**src/rtl/cic_pkg.sv**
```systemverilog
// Shared constants and helpers for the CIC decimator: accumulator sizing, shift clamp and
// signed saturation.
package cic_pkg;

  localparam int unsigned CIC_IN_WIDTH      = 18;
  localparam int unsigned CIC_STAGES        = 3;
  localparam int unsigned CIC_MAX_RATE_LOG2 = 8;

  // Bit growth of an N-stage CIC at rate R is N*log2(R), so this width never loses MSBs.
  function automatic int unsigned acc_width(input int unsigned in_w, input int unsigned stages,
                                            input int unsigned rate_log2);
    return in_w + stages * rate_log2;
  endfunction

  localparam int unsigned CIC_SHIFT_MAX =
      acc_width(CIC_IN_WIDTH, CIC_STAGES, CIC_MAX_RATE_LOG2) - CIC_IN_WIDTH;

  // Clip a signed value to the range of an n-bit two's-complement number.
  function automatic logic signed [63:0] sat_signed(input logic signed [63:0] x,
                                                    input int unsigned n);
    logic signed [63:0] hi;
    logic signed [63:0] lo;
    hi = (64'sd1 <<< (n - 1)) - 64'sd1;
    lo = -(64'sd1 <<< (n - 1));
    if (x > hi) return hi;
    if (x < lo) return lo;
    return x;
  endfunction

endpackage

```
**src/rtl/cic_comb_stage.sv**
```systemverilog
// One CIC comb stage: first difference with differential delay of one decimated sample.
module cic_comb_stage #(
  parameter int unsigned WIDTH = 42
) (
  input  logic             clk,
  input  logic             reset,
  input  logic             en,
  input  logic [WIDTH-1:0] din,
  output logic [WIDTH-1:0] dout
);

  logic [WIDTH-1:0] delay_q;

  always_ff @(posedge clk or posedge reset) begin
    if (reset) begin
      delay_q <= '0;
    end else if (en) begin
      delay_q <= din;
    end
  end

  assign dout = din - delay_q;

endmodule

```
**src/rtl/cic_decimator.sv**
```systemverilog
// Three-stage CIC decimator with programmable rate, arithmetic scaling and 18-bit saturation.
// Define CIC_ROUND_EN to round half up before the shift instead of truncating.
module cic_decimator
  import cic_pkg::*;
#(
  parameter int unsigned IN_WIDTH      = CIC_IN_WIDTH,
  parameter int unsigned STAGES        = CIC_STAGES,
  parameter int unsigned MAX_RATE_LOG2 = CIC_MAX_RATE_LOG2,
  parameter int unsigned ACC_WIDTH     = acc_width(IN_WIDTH, STAGES, MAX_RATE_LOG2)
) (
  input  logic                     clk,
  input  logic                     reset,
  input  logic                     clkEn,
  input  logic [MAX_RATE_LOG2-1:0] decRate,
  input  logic [5:0]               shift,
  input  logic [IN_WIDTH-1:0]      in,
  output logic [IN_WIDTH-1:0]      out,
  output logic                     syncOut
);

  localparam int unsigned SHIFT_MAX = ACC_WIDTH - IN_WIDTH;

  logic [ACC_WIDTH-1:0]     integ_q [STAGES];
  logic [MAX_RATE_LOG2-1:0] cnt_q;
  logic                     pending_q;
  logic                     wrap;
  logic [ACC_WIDTH-1:0]     comb_out;
  logic [5:0]               sh;
  logic signed [ACC_WIDTH:0] pre;
  logic signed [ACC_WIDTH:0] shifted;
  logic signed [63:0]       sat;
  logic [IN_WIDTH-1:0]      out_q;
  logic                     sync_q;

  // Integrators wrap modulo 2^ACC_WIDTH; the combs cancel the wrap exactly.
  always_ff @(posedge clk or posedge reset) begin
    if (reset) begin
      for (int k = 0; k < STAGES; k++) integ_q[k] <= '0;
    end else if (clkEn) begin
      integ_q[0] <= integ_q[0] + ACC_WIDTH'(signed'(in));
      for (int k = 1; k < STAGES; k++) integ_q[k] <= integ_q[k] + integ_q[k-1];
    end
  end

  // >= rather than == so a lowered decRate wraps on the next sample instead of stranding.
  assign wrap = clkEn && (cnt_q >= decRate);

  always_ff @(posedge clk or posedge reset) begin
    if (reset) begin
      cnt_q     <= '0;
      pending_q <= 1'b0;
    end else begin
      pending_q <= wrap;
      if (clkEn) cnt_q <= wrap ? '0 : cnt_q + 1'b1;
    end
  end

  for (genvar g = 0; g < STAGES; g++) begin : g_comb
    logic [ACC_WIDTH-1:0] x;
    logic [ACC_WIDTH-1:0] y;
    if (g == 0) begin : g_first
      assign x = integ_q[STAGES-1];
    end else begin : g_next
      assign x = g_comb[g-1].y;
    end
    cic_comb_stage #(
      .WIDTH(ACC_WIDTH)
    ) u_comb (
      .clk  (clk),
      .reset(reset),
      .en   (pending_q),
      .din  (x),
      .dout (y)
    );
  end

  assign comb_out = g_comb[STAGES-1].y;

  always_comb begin
    sh  = (shift > 6'(SHIFT_MAX)) ? 6'(SHIFT_MAX) : shift;
    pre = (ACC_WIDTH + 1)'(signed'(comb_out));
`ifdef CIC_ROUND_EN
    if (sh != 6'd0) pre = pre + $signed((ACC_WIDTH + 1)'(1) << (sh - 6'd1));
`endif
    shifted = pre >>> sh;
    sat     = sat_signed(64'(shifted), IN_WIDTH);
  end

  always_ff @(posedge clk or posedge reset) begin
    if (reset) begin
      out_q  <= '0;
      sync_q <= 1'b0;
    end else begin
      sync_q <= pending_q;
      if (pending_q) out_q <= IN_WIDTH'(sat);
    end
  end

  assign out     = out_q;
  assign syncOut = sync_q;

endmodule

```
**config.mk**
```make
export PLATFORM = sky130hd
export DESIGN_NAME = cic_decimator
export DESIGN_NICKNAME = d
export VERILOG_FILES = /design/src/rtl/cic_pkg.sv /design/src/rtl/cic_comb_stage.sv /design/src/rtl/cic_decimator.sv
export SDC_FILE = /design/constraint.sdc
export NUM_CORES = 1
export LEC_CHECK = 0
export CAP_MARGIN = 40
export CORE_AREA = 3 3 211 213
export DETAILED_ROUTE_END_ITERATION = 12
export DIE_AREA = 0 0 214 216
export GPL_TIMING_DRIVEN = 0
export PLACE_DENSITY_LB_ADDON = 0.25
export SYNTH_ARGS = -nofsm -noshare
export SYNTH_HDL_FRONTEND = slang
export SYNTH_SLANG_ARGS = --single-unit
```
**constraint.sdc**
```tcl
create_clock -name clk -period 9.5 [get_ports clk]
set_clock_uncertainty 0.05 [all_clocks]
set_input_delay 1.9 -clock clk [delete_from_list [all_inputs] [get_ports clk]]
set_output_delay 1.9 -clock clk [all_outputs]
set_load 0.01 [all_outputs]
```
## Word-level counts from Yosys, hierarchy flattened

Cells that the tools add are included.

| operators by class | value |
|---|---|
| add/subtract/negate cells | 7 |
| magnitude comparators | 4 |
| shift-type cells | 1 |
| multiplexer cells | 9 |
| reductions and logical operators | 1 |

Operators by type and width:

| kind | count |
|---|---|
| $add A42 B42 Y42 | 3 |
| $sub A42 B42 Y42 | 3 |
| $mux W18 | 4 |
| $gt A43 B18 Y1 const B | 1 |
| $lt A43 B18 Y1 const B | 1 |
| $sshr A42 B6 Y43 | 1 |
| $add A8 B1 Y8 const B | 1 |
| $ge A8 B8 Y1 | 1 |
| $mux W8 | 1 |
| $gt A6 B5 Y1 const B | 1 |
| $mux W6 | 1 |
| $mux W1 | 3 |
| $logic_and A1 B1 Y1 | 1 |

| storage, ports and cells | value |
|---|---|
| register bits | 280 |
| bits of input ports | 35 |
| output and inout port bits | 19 |
| word-level logic and storage cells | 32 |

## Longest topological paths before layout

Gate-level depths: netlist (run 1).

| logic depth | value |
|---|---|
| depth after elaboration | 9 |
| depth in mapped cells | 49 |
| mapped depth without buffers | 48 |

## Modules after synthesis

A second synthesis (run 1) with hierarchy kept.

| second synthesis, totals | value |
|---|---|
| cells, all modules | 3,169 |
| area, all modules | 26,733.1 µm² |

By module, submodules not included:

| module | instances | cells each | area an instance (µm²) | sequential area each (µm²) |
|---|---|---|---|---|
| cic_decimator | 1 | 1,620 | 14,530.2 | 3,853.7 |
| cic_comb_stage at g_comb[1].u_comb ... | 2 | 514 | 4,046.4 | 1,051.0 |
| cic_comb_stage at g_comb[0].u_comb | 1 | 521 | 4,110.2 | 1,051.0 |

## Worst setup path after synthesis (run 1)

OpenSTA, ideal clock, no wires.

| timing | value |
|---|---|
| path type | flip-flop to flip-flop |
| start | register integ_q, in the netlist g_comb[0].x[0] |
| end | register out_q[0] (netlist: out[0]) |
| setup time | 0.155 ns |
| arrival | 8.933 ns |
| required time | 9.295 ns |
| setup slack | 0.362 ns |
| stages on the path, launching flop included | 47 |
| buffers on the path | 2 |
| clock period less this slack | 9.138 ns |
| cell sequence | dfrtp_1 inv_1 ha_1 inv_1 fa_1 a21o_1 a21oi_1 o21bai_1 a21oi_1 o21a_1 nor3_1 o2111ai_1 a311oi_1 nor4_1 nor3_1 a21oi_1 xnor2_1 ha_1 [... 11 more ...] a21o_1 a21o_1 a21o_1 a221o_1 clkinv_1 a2111oi_0 o31a_1 a31oi_2 mux2i_1 mux2_2 nor2_1 nor2_1 o21ai_0 or4b_1 or4b_4 o41ai_4 buf_6 o22ai_1 |

| on the way | value |
|---|---|
| longest elaborated chain between the ends | 9 |
| elaborated cells between the ends (all ways) | 12 |
| classes of those cells | add/sub (3); order compare (2); shift (1); mux (6) |

RTL lines:

| item | line | source |
|---|---|---|
| start: declaration | cic_decimator.sv:23 | `logic [ACC_WIDTH-1:0] integ_q [STAGES];` |
| $sub A42 B42 Y42 (*) | cic_comb_stage.sv:22 | `assign dout = din - delay_q;` |
| named net g_comb[0].u_comb.dout[26] | cic_comb_stage.sv:9 | `output logic [WIDTH-1:0] dout` |
| $sub A42 B42 Y42 (*) | cic_comb_stage.sv:22 |  |
| named net g_comb[1].u_comb.dout[33] | cic_comb_stage.sv:9 |  |
| $sub A42 B42 Y42 (*) | cic_comb_stage.sv:22 |  |
| $sshr A42 B6 Y43 (*) | cic_decimator.sv:85 | `shifted = pre >>> sh;` |
| $lt A43 B18 Y1 | cic_pkg.sv:26 | `if (x < lo) return lo;` |
| $mux W1 (2 in a row) | cic_pkg.sv:26 |  |
| $mux W18 | cic_pkg.sv:27 | `return x;` |
| $mux W18 (*) | cic_pkg.sv:26 |  |
| end signal: assignment | cic_decimator.sv:95 | `if (pending_q) out_q <= IN_WIDTH'(sat);` |
| end: declaration | cic_decimator.sv:32 | `logic [IN_WIDTH-1:0] out_q;` |

The timed path passes the listed nets; every way through them passes the cells marked *. The select of a mux whose other input is x is not followed.
A chain may end at the register's enable or synchronous reset.

## Worst setup path after layout (run 1)

| timing | value |
|---|---|
| start | register integ_q, in the netlist g_comb[0].x[0] |
| end | register out_q[8] (netlist: out[8]) |

The elaborated chain is that of the path after synthesis.

==> results of run 1 <==
==> sequential cells by signal, indices dropped and copies added (netlist names) <==
| name | cells |
|---|---|
| integ_q | 84 |
| g_comb.u_comb.delay_q | 126 |
| out | 18 |
| g_comb.x | 42 |
| pending_q | 1 |
| cnt_q | 8 |
| syncOut | 1 |
==> stage by stage <==
step	cells	hold WS, ns
3_5_place_dp	3622	0.4346
2_1_floorplan	2967	0.4125
3_3_place_gp	3605	0.4312
5_1_grt	3721	0.4688
6_report	3721	0.4401
4_1_cts	3707	0.4466
==> synth_stat cells, drive strengths merged (34+ instances only) <==
library cell  count
nand2           341
dfrtp           280
o21ai           278
ha              255
a21oi           219
inv             207
nor2            203
xnor2           153
mux2            111
a21o             94
clkbuf           75
xor2             62
mux2i            56
nor3             54
nand3            49
a31oi            37
and3             35
nor2b            34
==> area by class of cell <==
class | count | area (µm²) | share of cell area (%)
multi-input cells | 2379 | 17150 | 60.33
clock inverters | 9 | 146.4 | 0.5151
clock buffers | 51 | 984.7 | 3.465
inverters | 208 | 784.5 | 2.760
flip-flops and latches | 280 | 7008 | 24.66
well taps | 585 | 732.0 | 2.575
plain buffers | 98 | 445.4 | 1.567
repair buffers | 111 | 1174 | 4.129
==> final timing paths <==
check,start,end,slack (ns),cells after the start
hold / removal,integ_q[125]$_DFFE_PP0P_,integ_q[125]$_DFFE_PP0P_,0.44,1
setup reg to reg,g_comb[0].x[0]$_DFFE_PP0P_,out[8]$_DFFE_PP0P_,0.19,51
min in group asynchronous,reset,out[0]$_DFFE_PP0P_,1.68,2
hold reg to reg,integ_q[125]$_DFFE_PP0P_,integ_q[125]$_DFFE_PP0P_,0.44,1
setup / recovery,g_comb[0].x[0]$_DFFE_PP0P_,out[8]$_DFFE_PP0P_,0.19,51
max in group asynchronous,reset,integ_q[106]$_DFFE_PP0P_,6.51,6
==> routing by layer <==
metal  track usage [%]  up-vias  part of all wire (%)
li1                  -    10900                     -
met1             31.36    10560                    41
met2             50.92      519                    50
met3             3.239      179                   3.7
met4             13.42        0                   5.5
met5                 0        -                     0
==> critical path: cells and delay by family, from the launching register on <==
kind / cells / cell delay, ns
mux: 2 / 0.41
xor+xnor: 1 / 0.13
simple gates: 14 / 2.29
flops: 1 / 0.39
buf+inv: 7 / 0.85
fa+ha+maj: 4 / 1.02
compound gates: 23 / 4.05
==> cells in the final DEF (no fill, tap or decap), types with 32 or more instances in the layout <==
cell type        count
and3_1              32
xor2_1              62
a21oi_1            199
nor3_1              48
xnor2_1            148
nor2b_1             33
mux2_2             109
nor2_1             201
clkbuf_1            83
clkbuf_16           34
inv_1              203
a21o_1              93
nand3_1             48
clkdlybuf4s50_1     53
nand2_1            338
buf_4               40
o21ai_0            252
dfrtp_1            279
mux2i_1             53
ha_1               246
a31oi_1             33
==> kinds of logic after synthesis <==
logic type | Yosys count | synth area share (%)
flip-flops | 280 | 28.28
adder cells (fa/ha/maj) | 261 | 13.36
AO/OA/AOI/OAI | 886 | 22.69
buffers and inverters | 308 | 4.963
AND/OR/NAND/NOR | 850 | 15.79
XOR/XNOR | 215 | 7.599
multiplexers | 167 | 7.321
==> timing repair <==
item	in CTS	in global routing
endpoints found under the setup margin	17	17
pin swaps	33	73
hold buffers	0	0
cloned	1	0
resized for setup	43	84
buffers inserted	24	16
==> flow_metrics.tcl, run 1 <==
set metrics [dict create \
    numCtsBuffers 34 \
    grt_max_degree 40 \
    cts_max_level 2 \
    dp_slack_ns -1.064 \
    period_needed_ns 9.311 \
    drt-total-wl_mm 65.11 \
    dieArea_um2 46220 \
    synth_edf_count 0 \
    slew_violations 0 \
    core_area_um2 42890 \
    final_core_util_pct 66.27 \
    track_usage_pct 27.47 \
    rsz0062_at_grt "yes" \
    cp.required_ns 9.86 \
    finalNetCount 3408 \
    yosysTopAreaCell "dfrtp_1" \
    worstSkewPairLatency_ns 0.55 \
    synth_top_area_share_pct 28.28 \
    synth_nets 3263 \
    ys_ff_latch 280 \
    drv_cap 0 \
    syn-cell-area_um2 24780 \
    n_fill_cell 3409 \
    cp_slowest_stage_delay_ns 0.52 \
    drive_above_1_share_pct 11.58 \
    worst_setup_path_start_kind "flop" \
    synth_ff_type "dfrtp_1" \
    dpl_cell_area_um2 26350 \
    synth_area_leaders "dfrtp_1 (28%), ha_1 (13%), xnor2_1 (5.4%), o21ai_0 (5.2%), nand2_1 (5.2%)" \
    ioPinCount 54 \
    crit_fanout 6 \
    chipHeight_um 216 \
    drc_errors 0 \
    drt_iter0_drc 1393 \
    outcome "finished clean" \
    final_antenna_net_count 0 \
    start_util_pct 57.78 \
    max_freq_mhz 107.4 \
    hpwlAfterDp_mm 50.18 \
    path_class "flop to flop" \
    synthCells 2967 \
    diodes 0 \
    hold_class "flop to flop" \
    vias 22150 \
    die_w_um 214 \
    ys_warn_count 0 \
    relSlewSlack_pct 42.06 \
    final_area_um2 28420 \
    avgSynthCellArea_um2 8.352 \
    areaGrowthSynthToFinish_pct 14.69 \
    ys_types 93 \
    setup_tns_ns 0 \
    worstMarginPinSlew_ns 0.8691 \
    cp_common_cell "a21o_1" \
    grt_antenna_before_repair 0 \
    grt_pass1_vias 22140 \
    fin_ws_ns 0.1887 \
    viasPerCell 5.954 \
    cp.arrival_ns 9.67 \
    cp-end-kind "flop" \
    portBuffers 53 \
    hold_viol_final 0 \
    clk_path_buf_depth 3 \
    grt-ovfl-total 0 \
    synthArstFlopShare_pct 100.0 \
    cts_sinks 280 \
    crit_slowest_cell "or4b_4" \
    firstDrtPassIters 6 \
    row_count 76 \
    path_clk_slew_ns 0.06 \
    setup_violations 0 \
    finalCritPeriodShare_pct 98.01 \
    grt_pass1_wl_mm 107.2 \
    routabilityCongestion 0.9314 \
    yosysSeqAreaShare_pct 28.28 \
    routedWlPerCell_um 17.50 \
    root_buffer "clkbuf_16" \
    cts_tree "yes" \
]
Power of run 1 is not shown: default switching activity piles up to over one toggle a cycle in this logic, so the estimate is an artifact.
==> run 2, diff against run 1 <==
Settings changed: RECOVER_POWER from default to 50.
==> run 2 against run 1 <==
  * The run now ends with capacitance limit, slew limit left
  * First-iteration DRC count shrank 0.79%
  * Non-clock buffer count is the same
  * Critical path depth is the same
  * Flip-flop and latch count is the same
  * Via count is essentially flat
  * Largest cell class unchanged
==> flow_metrics.tcl, run 2 (synthesized netlist as in run 1, its figures left out) <==
set metrics [dict create \
    outcome "finished, violations left" \
    violations "capacitance limit, slew limit" \
    final_antenna_net_count 0 \
    grt_pass1_vias 22140 \
    cp.required_ns 9.86 \
    final_area_um2 28250 \
    drt_iter0_drc 1382 \
    path_clk_slew_ns 0.06 \
    relSlewSlack_pct -37.28 \
    top_register "g_comb.u_comb.delay_q" \
    areaGrowthSynthToFinish_pct 13.99 \
    hold_start "integ_q[125]$_DFFE_PP0P_" \
    crit_fanout 6 \
    worstRegToRegCells 51 \
    grt_pass1_wl_mm 107.2 \
    crit_slowest_cell "or4b_4" \
    largest_reg_flops 126 \
    track_usage_pct 27.47 \
    final_core_util_pct 65.87 \
    layoutNonFillerInstCount 3721 \
    start_util_pct 57.78 \
    root_buffer "clkbuf_16" \
    routabilityCongestion 0.9314 \
    dpl_cell_area_um2 26350 \
    hold_viol_final 0 \
    viasPerCell 5.951 \
    setup_violations 0 \
    routedWlPerCell_um 17.46 \
    setup_tns_ns 0 \
    vias 22150 \
    cts_tree "yes" \
    die_w_um 214 \
    firstDrtPassIters 5 \
    finalNetCount 3408 \
    drv_cap 4 \
    final_cell_mix "nand2_1 (338), dfrtp_1 (279), o21ai_0 (252)" \
    cp-end-kind "flop" \
    numCtsBuffers 34 \
    grt_antenna_before_repair 0 \
    finalCritPeriodShare_pct 98.05 \
    hpwlAfterDp_mm 50.18 \
    clk_path_buf_depth 3 \
    rsz0062_at_grt "yes" \
    dp.cells 3622 \
    grt-ovfl-total 0 \
    drt-total-wl_mm 64.98 \
    r2r-end "out[7]$_DFFE_PP0P_" \
    period_needed_ns 9.315 \
    hold_class "flop to flop" \
    path_class "flop to flop" \
    max_freq_mhz 107.4 \
    r2r_start "g_comb[0].x[0]$_DFFE_PP0P_" \
    chipHeight_um 216 \
    cp.arrival_ns 9.68 \
    core_area_um2 42890 \
    hold_depth 1 \
    cp_slowest_stage_delay_ns 0.52 \
    cts_max_level 2 \
    drc_errors 0 \
    diodes 0 \
    ioPinCount 54 \
    rrSetupSlack_ns 0.18 \
    worst_setup_path_start_kind "flop" \
    cts_hold_buffers 0 \
    cts_sinks 280 \
    layout_commonest_cell "nand2_1" \
    drive_above_1_share_pct 11.22 \
    grt_max_degree 40 \
    worstSkewPairLatency_ns 0.55 \
    portBuffers 53 \
    dieArea_um2 46220 \
    slew_violations 144 \
    cp_common_cell "a21o_1" \
    worstMarginPinSlew_ns 2.059 \
    row_count 76 \
    hold_end "integ_q[125]$_DFFE_PP0P_" \
]
-- run 2: cell types whose count changed in the layout (fill, tap and decap cells not counted), sizes merged --
| cell | delta |
|---|---|
| clkdlybuf4s50 | -1 |
| dlygate4sd3 | +1 |
| buf | -13 |
| clkbuf | +13 |
-- run 2: per-stage QoR --
| step | setup WS [ns] | hold slack [ns] |
|---|---|---|
| 6_report | 0.1849 | 0.4400 |
| 5_1_grt | -0.1822 | 0.4688 |
| 4_1_cts | 0.02424 | 0.4466 |
| 3_5_place_dp | -1.064 | 0.4346 |
| 3_3_place_gp | -0.8942 | 0.4312 |
| 2_1_floorplan | 0.3622 | 0.4125 |
-- run 2: how the worst max path moves through the flow --
| stage | from | slack (ns) | end |
|---|---|---|---|
| after global routing | g_comb[0].x[0]$_DFFE_PP0P_ | -0.18 | out[7]$_DFFE_PP0P_ |
| after CTS | g_comb[0].x[0]$_DFFE_PP0P_ | 0.02 | out[15]$_DFFE_PP0P_ |
| after detailed placement | g_comb[0].x[0]$_DFFE_PP0P_ | -1.06 | out[0]$_DFFE_PP0P_ |
| final | g_comb[0].x[0]$_DFFE_PP0P_ | 0.18 | out[7]$_DFFE_PP0P_ |
| after floorplan | g_comb[0].x[0]$_DFFE_PP0P_ | 0.36 | out[0]$_DFFE_PP0P_ |
| after global placement | g_comb[0].x[0]$_DFFE_PP0P_ | -0.89 | out[0]$_DFFE_PP0P_ |
-- run 2: cell type report --
cell class | count | area (µm²)
timing repair buffer | 111 | 1013
clock buffer | 51 | 984.7
inverter | 208 | 782.0
multi-input combinational | 2379 | 17150
tap | 585 | 732.0
buffer | 98 | 434.2
fill | 3440 | 14640
sequential | 280 | 7008
clock inverter | 9 | 146.4
-- run 2: metal layers --
| layer | up-vias | GRT usage, % | part of all wire (%) |
|---|---|---|---|
| met3 | 192 | 3.239 | 3.5 |
| met5 | - | 0 | 0 |
| li1 | 10900 | - | - |
| met2 | 518 | 50.92 | 50 |
| met1 | 10540 | 31.36 | 41 |
| met4 | 0 | 13.42 | 5.5 |
-- run 2: worst max-delay path: cells and delay by family (launching register included) --
kind,cells,cell delay [ns]
compound gates,23,4.04
simple gates,14,2.28
fa+ha+maj,4,1.02
buf+inv,7,0.85
mux,2,0.41
flops,1,0.39
xor+xnor,1,0.13
-- run 2: repair_timing --
action | 4_1_cts | 5_1_grt
endpoints found under the setup margin | 17 | 17
gates resized for setup | 43 | 84
hold endpoints to repair | 0 | 0
pin swaps | 33 | 73
setup buffers | 24 | 16
cloned | 1 | 0
Power of run 2 is left out for the same reason.
==> run 3, diff against run 2 <==
Settings changed: PLACE_DENSITY from default to 0.83, PLACE_DENSITY_LB_ADDON 0.25 to default.
==> run 3 against run 2 <==
  * The flow finishes with violations (capacitance limit, slew limit, setup timing)
  * Flip-flop and latch count is the same
  * Critical path depth fell by 2
  * Register-to-register slack worse by 0.32 ns
  * Maximum frequency is 3.3% lower
  * Count of clock-buffer cells in the layout down 8
  * Global-route usage shrank 0.12 points
==> flow_metrics.tcl, run 3 (synthesized netlist as in run 1, its figures left out) <==
set metrics [dict create \
    worstMarginPinSlew_ns 2.122 \
    path_clk_slew_ns 0.06 \
    max_freq_mhz 103.8 \
    worstRegToRegCells 49 \
    routabilityCongestion 0.9432 \
    worst-path-stages 49 \
    portBuffers 53 \
    die_w_um 214 \
    layout_commonest_cell "nand2_1" \
    largest_reg_flops 126 \
    final_cell_mix "nand2_1 (338), dfrtp_1 (280), ha_1 (254)" \
    root_buffer "clkbuf_16" \
    cts_hold_buffers 0 \
    areaGrowthSynthToFinish_pct 12.28 \
    crit_fanout 7 \
    crit_family "compound AO/OA/AOI/OAI gates" \
    rsz0062_at_grt "yes" \
    worstSkewPairLatency_ns 0.56 \
    setup_violations 16 \
    grt_antenna_before_repair 1 \
    hold_class "flop to flop" \
    drv_cap 5 \
    final_antenna_net_count 0 \
    critPathBufInv 6 \
    firstDrtPassIters 8 \
    dp.cells 3615 \
    relSlewSlack_pct -41.45 \
    cp.arrival_ns 10.00 \
    hold_depth 1 \
    grt_max_degree 41 \
    crit_slowest_cell "or4b_4" \
    path_class "flop to flop" \
    grt_pass1_vias 22610 \
    dieArea_um2 46220 \
    clk_path_buf_depth 3 \
    cp_slowest_stage_delay_ns 0.58 \
    drive_above_1_share_pct 9.600 \
    viasPerCell 6.014 \
    slew_violations 193 \
    hpwlAfterDp_mm 49.43 \
    track_usage_pct 27.35 \
    vias 22310 \
    row_count 76 \
    cts_max_level 2 \
    ioPinCount 54 \
    finalCritPeriodShare_pct 101.4 \
    violations "capacitance limit, slew limit, setup timing" \
    diodes 0 \
    grt_pass1_wl_mm 107.9 \
    chipHeight_um 216 \
    finalNetCount 3396 \
    start_util_pct 57.78 \
    fin_ws_ns -0.1351 \
    worst_setup_path_start_kind "flop" \
    core_area_um2 42890 \
    cp.required_ns 9.86 \
    numCtsBuffers 34 \
    cp_common_cell "a21o_1" \
    top_register "g_comb.u_comb.delay_q" \
    layoutNonFillerInstCount 3710 \
    grt-ovfl-total 0 \
    cts_sinks 280 \
    drc_errors 0 \
    period_needed_ns 9.635 \
    hold_viol_final 0 \
    routedWlPerCell_um 17.51 \
    drt_iter0_drc 1333 \
    cts_tree "yes" \
    outcome "finished, violations left" \
    drt-total-wl_mm 64.96 \
    cp-end-kind "flop" \
]
[run 3: cell types whose count changed in the layout (fill, tap and decap cells not counted), moves of 5 or more]
cell	previous run	this run
a21oi_1	199	210
ha_1	246	254
clkbuf_1	96	89
buf_4	39	34
a21oi_2	18	7
[run 3: through the flow]
stage / setup TNS (ns) / utilization, % / setup WS, ns / hold WS [ns] / instance area (µm²)
after floorplan: 0 / - / 0.3622 / 0.4125 / 24780
after global placement: -12.75 / 60.73 / -0.8285 / 0.4302 / 26050
after detailed placement: -16.84 / 61.21 / -1.066 / 0.4451 / 26250
after CTS: 0 / 64.45 / 0.007154 / 0.4586 / 27640
after global routing: -9.961 / 64.88 / -0.6626 / 0.4690 / 27820
final: -1.594 / 64.88 / -0.1351 / 0.4578 / 27820
[run 3: metal layers]
metal | up-vias | part of all wire (%) | global-route usage, % | wire length, µm
met1 | 10630 | 41 | 32.09 | 26890
met2 | 610 | 50 | 49.69 | 32410
li1 | 10880 | - | - | -
met4 | 2 | 4.9 | 13.51 | 3209
met5 | - | 0.020 | 0 | 13
met3 | 195 | 3.8 | 3.112 | 2443
[run 3: final cells by class]
type,instances,area (µm²)
Buffer,98,439.2
Clock buffer,43,924.6
Clock inverter,18,205.2
Fill cell,3424,15060
Inverter,208,782.0
Multi-Input combinational cell,2379,16820
Sequential cell,280,7007
Tap cell,585,732.0
Timing Repair Buffer,99,918.4
[run 3: worst paths after layout]
check	start	end	slack (ns)
max in group asynchronous	reset	g_comb[0].x[20]$_DFFE_PP0P_	2.64
worst min-delay path	g_comb[2].u_comb.delay_q[38]$_DFFE_PP0P_	g_comb[2].u_comb.delay_q[38]$_DFFE_PP0P_	0.46
worst max-delay path	g_comb[0].x[0]$_DFFE_PP0P_	out[5]$_DFFE_PP0P_	-0.14
min in group asynchronous	reset	out[16]$_DFFE_PP0P_	1.88
worst min register to register	g_comb[2].u_comb.delay_q[38]$_DFFE_PP0P_	g_comb[2].u_comb.delay_q[38]$_DFFE_PP0P_	0.46
worst max register to register	g_comb[0].x[0]$_DFFE_PP0P_	out[5]$_DFFE_PP0P_	-0.14
[run 3: timing repair]
action                                  4_1_cts  5_1_grt
setup buffers                                17       18
pin swaps                                    24       34
cloned                                        0        1
endpoints found under the setup margin       17       17
endpoints found under the hold margin         0        0
resized for setup                            30       38
Power of run 3 is left out for the same reason.
